`config.mk`:
```
export PLATFORM = sky130hd
export DESIGN_NAME = vga_snapshot_scheduler
export DESIGN_NICKNAME = d
export VERILOG_FILES = /design/src/rtl/vga_snapshot_scheduler.sv
export SDC_FILE = /design/constraint.sdc
export NUM_CORES = 1
export LEC_CHECK = 0
export BUFFER_PORTS_ARGS = -buffer_cell sky130_fd_sc_hd__buf_2
export CORE_UTILIZATION = 34
export CTS_CLUSTER_SIZE = 8
export DETAILED_ROUTE_END_ITERATION = 8
export PLACE_DENSITY_LB_ADDON = 0.2
export RECOVER_POWER = 50
export SLEW_MARGIN = 10
export SYNTH_ARGS = -nofsm -noshare
export SYNTH_HDL_FRONTEND = slang
export SYNTH_SLANG_ARGS = --single-unit
```
`constraint.sdc`:
```
create_clock -name clock -period 39.8 [get_ports clock]
set_input_delay 7.96 -clock clock [delete_from_list [all_inputs] [get_ports clock]]
set_output_delay 7.96 -clock clock [all_outputs]
set_load 0.02 [all_outputs]
```
`src/rtl/vga_snapshot_scheduler.sv`:
```
// rtl/vga_snapshot_scheduler.sv - shares the mmio port between the processor and a per-frame sprite snapshot engine
// Snapshots both players' 5-word blocks on vsync fall and commits them to p1VGA/p2VGA together.
module vga_snapshot_scheduler #(
  parameter logic [12:0] BASE_P1 = 13'h1000,
  parameter logic [12:0] BASE_P2 = 13'h1008
) (
  input  logic         clock,
  input  logic         reset,
  input  logic         vsync_n,
  input  logic         proc_req,
  input  logic [12:0]  proc_address,
  input  logic [31:0]  proc_data,
  input  logic         proc_wren,
  output logic [31:0]  proc_q,
  output logic [12:0]  mem_address,
  output logic [31:0]  mem_data,
  output logic         mem_wren,
  input  logic [31:0]  mem_q,
  output logic [159:0] p1VGA,
  output logic [159:0] p2VGA,
  output logic         busy,
  output logic [7:0]   frame_count,
  output logic [7:0]   overrun_count
);

  localparam logic [1:0] S_IDLE   = 2'd0;
  localparam logic [1:0] S_FETCH  = 2'd1;
  localparam logic [1:0] S_DRAIN  = 2'd2;
  localparam logic [1:0] S_COMMIT = 2'd3;

  logic        meta_q, sync_q, prev_q, fall_q;
  logic [1:0]  state_q, state_d;
  logic [3:0]  idx_q, idx_d;
  logic [3:0]  tag_q, tag_d;
  logic        pending_q, pending_d;
  logic        busy_q, busy_d;
  logic [7:0]  frame_q, frame_d;
  logic [7:0]  overrun_q, overrun_d;
  logic [31:0] shadow_q [10];
  logic [159:0] p1_q, p2_q;

  logic        proc_own;
  logic        eng_issue;
  logic [12:0] eng_addr;

  assign proc_own  = proc_req | proc_wren;
  assign eng_issue = (state_q == S_FETCH) && !proc_own;
  assign eng_addr  = (idx_q < 4'd5) ? (BASE_P1 + {9'd0, idx_q})
                                    : (BASE_P2 + {9'd0, idx_q} - 13'd5);

  // A processor store always implies ownership, so mem_wren can follow proc_wren directly.
  assign mem_address   = eng_issue ? eng_addr : proc_address;
  assign mem_wren      = proc_wren;
  assign mem_data      = proc_data;
  assign proc_q        = mem_q;
  assign p1VGA         = p1_q;
  assign p2VGA         = p2_q;
  assign busy          = busy_q;
  assign frame_count   = frame_q;
  assign overrun_count = overrun_q;

  always_comb begin
    state_d   = state_q;
    idx_d     = idx_q;
    tag_d     = tag_q;
    pending_d = 1'b0;
    busy_d    = busy_q;
    frame_d   = frame_q;
    overrun_d = overrun_q;
    case (state_q)
      S_IDLE: begin
        if (fall_q) begin
          state_d = S_FETCH;
          busy_d  = 1'b1;
          idx_d   = 4'd0;
        end
      end
      S_FETCH: begin
        if (eng_issue) begin
          pending_d = 1'b1;
          tag_d     = idx_q;
          idx_d     = idx_q + 4'd1;
          if (idx_q == 4'd9) state_d = S_DRAIN;
        end
      end
      S_DRAIN: state_d = S_COMMIT;
      default: begin
        state_d = S_IDLE;
        busy_d  = 1'b0;
        frame_d = frame_q + 8'd1;
      end
    endcase
    if (fall_q && busy_q && overrun_q != 8'hFF) overrun_d = overrun_q + 8'd1;
  end

  // Sync flops reset high so a reset never manufactures a vsync fall.
  always_ff @(posedge clock or posedge reset) begin
    if (reset) begin
      meta_q <= 1'b1;
      sync_q <= 1'b1;
      prev_q <= 1'b1;
      fall_q <= 1'b0;
    end else begin
      meta_q <= vsync_n;
      sync_q <= meta_q;
      prev_q <= sync_q;
      fall_q <= prev_q & ~sync_q;
    end
  end

  always_ff @(posedge clock or posedge reset) begin
    if (reset) begin
      state_q   <= S_IDLE;
      idx_q     <= 4'd0;
      tag_q     <= 4'd0;
      pending_q <= 1'b0;
      busy_q    <= 1'b0;
      frame_q   <= 8'd0;
      overrun_q <= 8'd0;
    end else begin
      state_q   <= state_d;
      idx_q     <= idx_d;
      tag_q     <= tag_d;
      pending_q <= pending_d;
      busy_q    <= busy_d;
      frame_q   <= frame_d;
      overrun_q <= overrun_d;
    end
  end

  // Read data arrives one cycle after its address, so capture uses the previous cycle's tag.
  always_ff @(posedge clock or posedge reset) begin
    if (reset) begin
      for (int i = 0; i < 10; i++) shadow_q[i] <= 32'd0;
      p1_q <= 160'd0;
      p2_q <= 160'd0;
    end else begin
      if (pending_q) shadow_q[tag_q] <= mem_q;
      if (state_q == S_COMMIT) begin
        p1_q <= {shadow_q[4], shadow_q[3], shadow_q[2], shadow_q[1], shadow_q[0]};
        p2_q <= {shadow_q[9], shadow_q[8], shadow_q[7], shadow_q[6], shadow_q[5]};
      end
    end
  end

endmodule
```
==> results of run 1 <==
## kinds of logic (layout without fill, tap and decap cells)
kind of cell    count (synthesis)  in the layout
flops                         672            672
xor+xnor                       15             15
compound gates                 19             19
fa+ha+maj                       9              9
buf+inv                       181            575
simple gates                   79             79
mux                           646            646
## layout make-up
type / instances / area [um^2]
tap: 969 / 1210
clock inverter: 8 / 151
fill: 6899 / 44000
inverter: 9 / 35.0
clock buffer: 103 / 2410
sequential: 672 / 16800
multi-input combinational: 768 / 8100
timing repair buffer: 455 / 2220
## critical path, delay by kind of cell
kind	cells	cell delay (ns)
AND/OR/NAND/NOR	3	0.83
buffers and inverters	3	0.68
## power by group
part	internal (mW)	switching (mW)	leakage [nW]
logic	0.337	0.405	5.13
clock network	0.424	0.289	1.24
registers	0.930	0.140	8.58
total	1.69	0.834	14.9
## sequential cells by signal, summed over array words and instances, names as in the netlist
name           cells
shadow_q         320
p1VGA            160
p2VGA            160
frame_count        8
overrun_count      8
idx_q              4
tag_q              4
state_q            2
busy               1
fall_q             1
meta_q             1
pending_q          1
prev_q             1
sync_q             1
## worst paths after layout
path | startpoint | to | depth (start not counted)
min in group asynchronous | reset | p1VGA[39] | 2
max reg2reg | state_q[0] | p2VGA[138] | 4
min reg2reg | meta_q | sync_q | 0
max in group asynchronous | reset | shadow_q[283] | 6
max | proc_wren | mem_address[4] | 6
min | meta_q | sync_q | 0
## cells in the mapped netlist, drive strengths merged (5+ instances only)
master	number
o21ai	7
nand4	5
xnor2	11
nand2b	6
and2	7
inv	8
clkbuf	29
nand3	8
mux2	644
buf	143
dfrtp	669
nor2	13
nand2	23
a21oi	6
ha	9
## layer usage
layer | up-vias | share of wire | global-route usage
met5 | - | 0 | 0
met4 | 0 | 0.021 | 0.0558
met3 | 94 | 0.059 | 0.0494
li1 | 6325 | - | -
met1 | 7742 | 0.45 | 0.244
met2 | 371 | 0.47 | 0.279
## per-stage QoR
| step | cells | area (um^2) |
|---|---|---|
| 2_1_floorplan | 1621 | 25900 |
| 3_3_place_gp | 2873 | 28500 |
| 3_5_place_dp | 2873 | 28500 |
| 4_1_cts | 2984 | 31100 |
| 5_1_grt | 2984 | 30900 |
| 6_report | 2984 | 30900 |
==> run summary, run 1 <==
Status - complete, but fails checks
Failing checks - max-capacitance violations, max-slew violations
Setup CP Type - input port to output port
# diodes - 0
Post-detailed-route via-to-cell ratio - 4.87
Worst Tran Pin Value - 5.03 ns
CP Data Required Time - 31.84 ns
Fin crit share - 0.438
Initial Util - 0.345
Area of the die - 77200 um^2
Final Util - 0.413
Final hold slack - 0.361 ns
Post-CTS sizing - 0
CP max-delay cell - or3b_1
Final worst slack - 22.35 ns
Syn_area_per_cell - 16.0 um^2
Post-layout power - 2.53 mW
Syn-to-layout area delta - 19.5%
YS warnings - 0
Critical Path Start Type - input port
Initial DRC Count - 648
Mux share of post-synthesis cell area - 0.281
Via count - 14500
Clk sinks - 672
Ys async rst share - 1.00
Buffers on Ports - 432
Largest family of logic cells by synthesized area - multiplexers
Dpl hpwl - 44000 um
Vias in the first global route - 15300
Worst-Skew Late Latency - 0.64 ns
Nets - 2091
Layout cells sized above 1 - 0.544
Max stage delay on crit path - 0.57 ns
Total track usage - 0.180
Pre-CTS setup slack - 22.47 ns
Synth Area in Compound Gates - 0.00435
DR WL/cell - 23.1 um
CP cell instances - clkbuf_1 > or3b_1 > clkinv_1 > nand4_1 > nand2_1 > buf_2
Mapped Cells - 1621
Main synth FF type - dfrtp_1
GPL Wtd Cong - 0.774
Routed WL - 68800 um
FF-to-FF setup slack - 30.44 ns
Crit end category - output port
Most frequent cells in the layout - dfrtp_1, mux2_2, buf_2, clkbuf_16, clkbuf_1
Sequential area share after synthesis - 0.650
Post-CTS Hold Buffers - 0
Total grt overflow - 0
Top cell type's share of synthesized area - 0.647
Most common cell after layout, fill and taps aside - dfrtp_1
CTS tree - yes
Post-synthesis cell area - 25900 um^2
Die width - 278 um
EDFF count, synth - 0
Worst VDD drop - 0.0376 mV
Num CTS Buffers - 94
Final hold viol count - 0
Leak pwr - 14.9 nW
Row cnt - 100
DRC violations left - 0
Power density over the cells - 81.6 nW/um^2
Fmax - 0.0573 GHz
Antenna viol nets, final - 0
Yosys cell types - 40
Largest net degree at the start of global routing - 114
First-pass GRT wire length - 104000 um
Slew Limit Fails - 503
# IOs - 497
Critical path peak fanout - 25
CTS max path bufs - 3
Syn_nets - 1712
DR pass1 iterations - 4
Final Setup Violations - 0
Max cap viols - 7
CTS clk-pin slew, worst paths - 0.05 ns
CP arrival - 9.49 ns
Area of the core - 74900 um^2
CTS root buffer - clkbuf_16
Post-Synth XOR/XNOR Area - 0.00508
Largest area contributor in the netlist - dfrtp_1
Synth Area in Adders - 0.00435
Worst slew margin - -2.37
Min Tclk post-route - 17.45 ns
Hold Crit Class - flip-flop to flip-flop
Die Y - 278 um
Post-CTS setup buffer count - 0
Setup Total Neg Slack - 0 ns
Simple-Gate Fraction of Synth Area - 0.0166
Antenna violations before repair - 0
Layout Skew - 0.0275 ns
Main area contributors after synthesis - dfrtp_1, mux2_2, buf_4, mux2_1, buf_2
RSZ-0062 raised after global routing - no
Flop and latch count out of synthesis - 672
H-tree Lvls - 3
Note: power is estimated with default switching activity, not from simulation.
==> inputs of run 2 (changes only) <==
--- a/config.mk
+++ b/config.mk
@@ -5,6 +5,7 @@
 export SDC_FILE = /design/constraint.sdc
 export NUM_CORES = 1
 export LEC_CHECK = 0
+export ABC_AREA = 1
 export BUFFER_PORTS_ARGS = -buffer_cell sky130_fd_sc_hd__buf_2
 export CORE_UTILIZATION = 34
 export CTS_CLUSTER_SIZE = 8
==> constraint.sdc (replaced) <==
create_clock -name clock -period 15.7 [get_ports clock]
set_input_delay 3.14 -clock clock [delete_from_list [all_inputs] [get_ports clock]]
set_output_delay 3.14 -clock clock [all_outputs]
set_load 0.02 [all_outputs]
==> run summary, run 2 <==
Post-synthesis cell area - 25600 um^2 (was 25900 um^2)
Hold Startpoint - meta_q (unchanged)
DR WL/cell - 18.5 um (was 23.1 um)
Total grt overflow - 0 (unchanged)
DR pass1 iterations - 5 (was 4)
Min Tclk post-route - 9.94 ns
CTS root buffer - clkbuf_16 (unchanged)
Design area - 30600 um^2 (was 30900 um^2)
Worst slew margin - -1.79 (was -2.37)
Final Instance Count excl. Fillers - 4086 (was 2984)
FF-to-FF setup slack - 5.76 ns (was 30.44 ns)
Final hold viol count - 0 (unchanged)
H-tree Lvls - 3 (unchanged)
RSZ-0062 raised after global routing - no (unchanged)
Dpl hpwl - 46200 um (was 44000 um)
Post-CTS setup buffer count - 0 (unchanged)
M1 GR Usage - 0.267 (was 0.244)
Num CTS Buffers - 93 (was 94)
Fmax - 0.101 GHz
Via count - 18900 (was 14500)
Sequential area share after synthesis - 0.656 (was 0.650)
Min-Delay Path Depth - 0 (unchanged)
Most instantiated cells after synthesis - nand2_1, dfrtp_1, o21ai_0 (was dfrtp_1, mux2_2, buf_4)
Max cap viols - 5 (was 7)
Met3 usage - 0.0495 (was 0.0494)
Largest reg by FF count - shadow_q (unchanged)
Area of the die - 76500 um^2 (was 77200 um^2)
Die width - 277 um (was 278 um)
DP Area - 28200 um^2 (was 28500 um^2)
Die Y - 277 um (was 278 um)
Setup Total Neg Slack - 0 ns (unchanged)
Nets - 3192 (was 2091)
Ys async rst share - 1.00 (unchanged)
Post-detailed-route via-to-cell ratio - 4.62 (was 4.87)
Critical Path Start Type - flip-flop (was input port)
Power density over the cells - 223 nW/um^2 (was 81.6 nW/um^2)
CP arrival - 10.49 ns (was 9.49 ns)
Count leader, synth - nand2_1 (was dfrtp_1)
R2R Path End - p2VGA[141] (was p2VGA[138])
Post-CTS sizing - 0 (unchanged)
Flop and latch count out of synthesis - 672 (unchanged)
# IOs - 497 (unchanged)
Mapped Cells - 2753 (was 1621)
Status - complete, but fails checks (unchanged)
Fin crit share - 0.633
Buffers on Ports - 432 (unchanged)
Antenna viol nets, final - 0 (unchanged)
Leak pwr - 15.9 nW (was 14.9 nW)
Area of the core - 74600 um^2 (was 74900 um^2)
Final Setup Violations - 0 (unchanged)
Routed WL - 75500 um (was 68800 um)
Largest area contributor in the netlist - dfrtp_1 (unchanged)
Slew Limit Fails - 369 (was 503)
Failing checks - max-capacitance violations, max-slew violations (unchanged)
Layout Skew - 0.0141 ns (was 0.0275 ns)
Antenna violations before repair - 8 (was 0)
Worst VDD drop - 0.108 mV (was 0.0376 mV)
Syn_nets - 2844 (was 1712)
Top cell type's share of synthesized area - 0.653 (was 0.647)
Critical path peak fanout - 83 (was 25)
Post-CTS Hold Buffers - 0 (unchanged)
Grt met2 use - 0.315 (was 0.279)
CTS max path bufs - 3 (unchanged)
Largest register FFs - 320 (unchanged)
Initial DRC Count - 1541 (was 648)
YS warnings - 0 (unchanged)
Largest net degree at the start of global routing - 147 (was 114)
CTS tree - yes (unchanged)
CP Data Required Time - 16.26 ns (was 31.84 ns)
Crit end category - flip-flop (was output port)
Peak-usage layer in the global routing report - met2 (unchanged)
Final worst slack - 5.76 ns (was 22.35 ns)
GPL Wtd Cong - 0.752 (was 0.774)
Total track usage - 0.199 (was 0.180)
Reg-to-reg startpoint - state_q[0] (unchanged)
Most common cell after layout, fill and taps aside - nand2_1 (was dfrtp_1)
Initial Util - 0.344 (was 0.345)
Yosys cell types - 29 (was 40)
Most frequent cells in the layout - nand2_1, dfrtp_1, buf_2, o21ai_0, clkbuf_16 (was dfrtp_1, mux2_2, buf_2, clkbuf_16, clkbuf_1)
Clk sinks - 672 (unchanged)
Worst reg2reg path depth - 6 (was 4)
Main synth FF type - dfrtp_1 (unchanged)
Fillers - 7602 (was 6899)
DRC violations left - 0 (unchanged)
Layout cells sized above 1 - 0.175 (was 0.544)
Row cnt - 100 (unchanged)
Hold Crit Class - flip-flop to flip-flop (unchanged)
CTS clk-pin slew, worst paths - 0.05 ns (about the same)
Syn_area_per_cell - 9.31 um^2 (was 16.0 um^2)
Main area contributors after synthesis - dfrtp_1, nand2_1, o21ai_0, buf_4, clkbuf_1 (was dfrtp_1, mux2_2, buf_4, mux2_1, buf_2)
EDFF count, synth - 0 (unchanged)
Setup CP Type - flip-flop to flip-flop (was input port to output port)
Worst Tran Pin Value - 4.18 ns (was 5.03 ns)
Vias in the first global route - 18400 (was 15300)
Worst-Skew Late Latency - 0.63 ns (was 0.64 ns)
First-pass GRT wire length - 116000 um (was 104000 um)
Pre-CTS setup slack - 7.64 ns (was 22.47 ns)
Placed cell count - 3975 (was 2873)
Syn-to-layout area delta - 19.2% (was 19.5%)
Hold path endpoint - sync_q (unchanged)
## run 2: cell count changes in the layout (fill, tap and decap cells not counted), moves of 5 or more
| cell | previous run | this run |
|---|---|---|
| mux2_1 | 35 | 0 |
| nand2_1 | 22 | 1386 |
| nand3_1 | 8 | 13 |
| inv_1 | 7 | 70 |
| nand2_2 | 1 | 7 |
| and2_1 | 7 | 0 |
| clkbuf_1 | 93 | 46 |
| nor2_1 | 10 | 20 |
| buf_2 | 352 | 399 |
| mux2_2 | 609 | 0 |
| o21ai_0 | 7 | 338 |
| xnor2_1 | 11 | 2 |
## run 2: worst max path at each step
| stage | from | end | slack (ns) |
|---|---|---|---|
| 6_report | state_q[0] | p2VGA[141] | 5.76 |
| 5_1_grt | state_q[0] | p1VGA[44] | 4.81 |
| 4_1_cts | proc_req | mem_address[12] | 7.63 |
| 3_5_place_dp | proc_req | mem_address[12] | 7.64 |
| 3_3_place_gp | proc_req | mem_address[12] | 7.65 |
| 2_1_floorplan | reset | busy | 3.37 |
## run 2: final cells by class
cell class,instances,area (um^2),area share
flip-flops and latches,672,16800,0.550
inverters,76,294,0.00962
diodes,2,5.00,0.000164
multi-input cells,1802,7430,0.243
well taps,969,1210,0.0397
repair buffers,456,2320,0.0760
clock buffers,105,2440,0.0797
clock inverters,4,42.5,0.00139
## run 2: layer usage
metal / routed length [um] / vias to the layer above
li1: - / 9172
met1: 33900 / 9133
met2: 35500 / 489
met3: 4510 / 92
met4: 1590 / 0
met5: 0 / -
## run 2: critical path, cell delays in order (launching register included)
cell and delay [ns]:
dfrtp_1 0.40, ha_1 0.30, clkbuf_1 2.93, clkbuf_1 2.93, clkbuf_1 2.69, nand2_1 0.17
nand2_1 0.18
## run 2: power by group
| group | switching (mW) | internal, mW |
|---|---|---|
| combinational | 1.53 | 0.729 |
| sequential | 0.399 | 2.39 |
| clock | 0.715 | 1.07 |
| total | 2.64 | 4.19 |
## run 2: metrics by stage
stage           util  total power [mW]  hold WS, ns
2_1_floorplan      -              4.17        0.345
3_3_place_gp   0.378              5.01        0.347
3_5_place_dp   0.378              5.05        0.348
4_1_cts        0.411              6.88        0.355
5_1_grt        0.410              7.30        0.357
6_report       0.410              6.83        0.354
## run 2: kinds of logic (layout without fill, tap and decap cells)
family                     count (synthesis)  count (layout)  share of synthesized area
AOI/OAI and AO/OA                        343             343                     0.0671
xor gates and xnor gates                   9               9                    0.00307
adders and majority gates                  9               9                    0.00439
buffers and inverters                    279             641                     0.0541
DFF                                      672             672                      0.656
other                                      0               2                          0
and+or+nand+nor                         1441            1441                      0.215
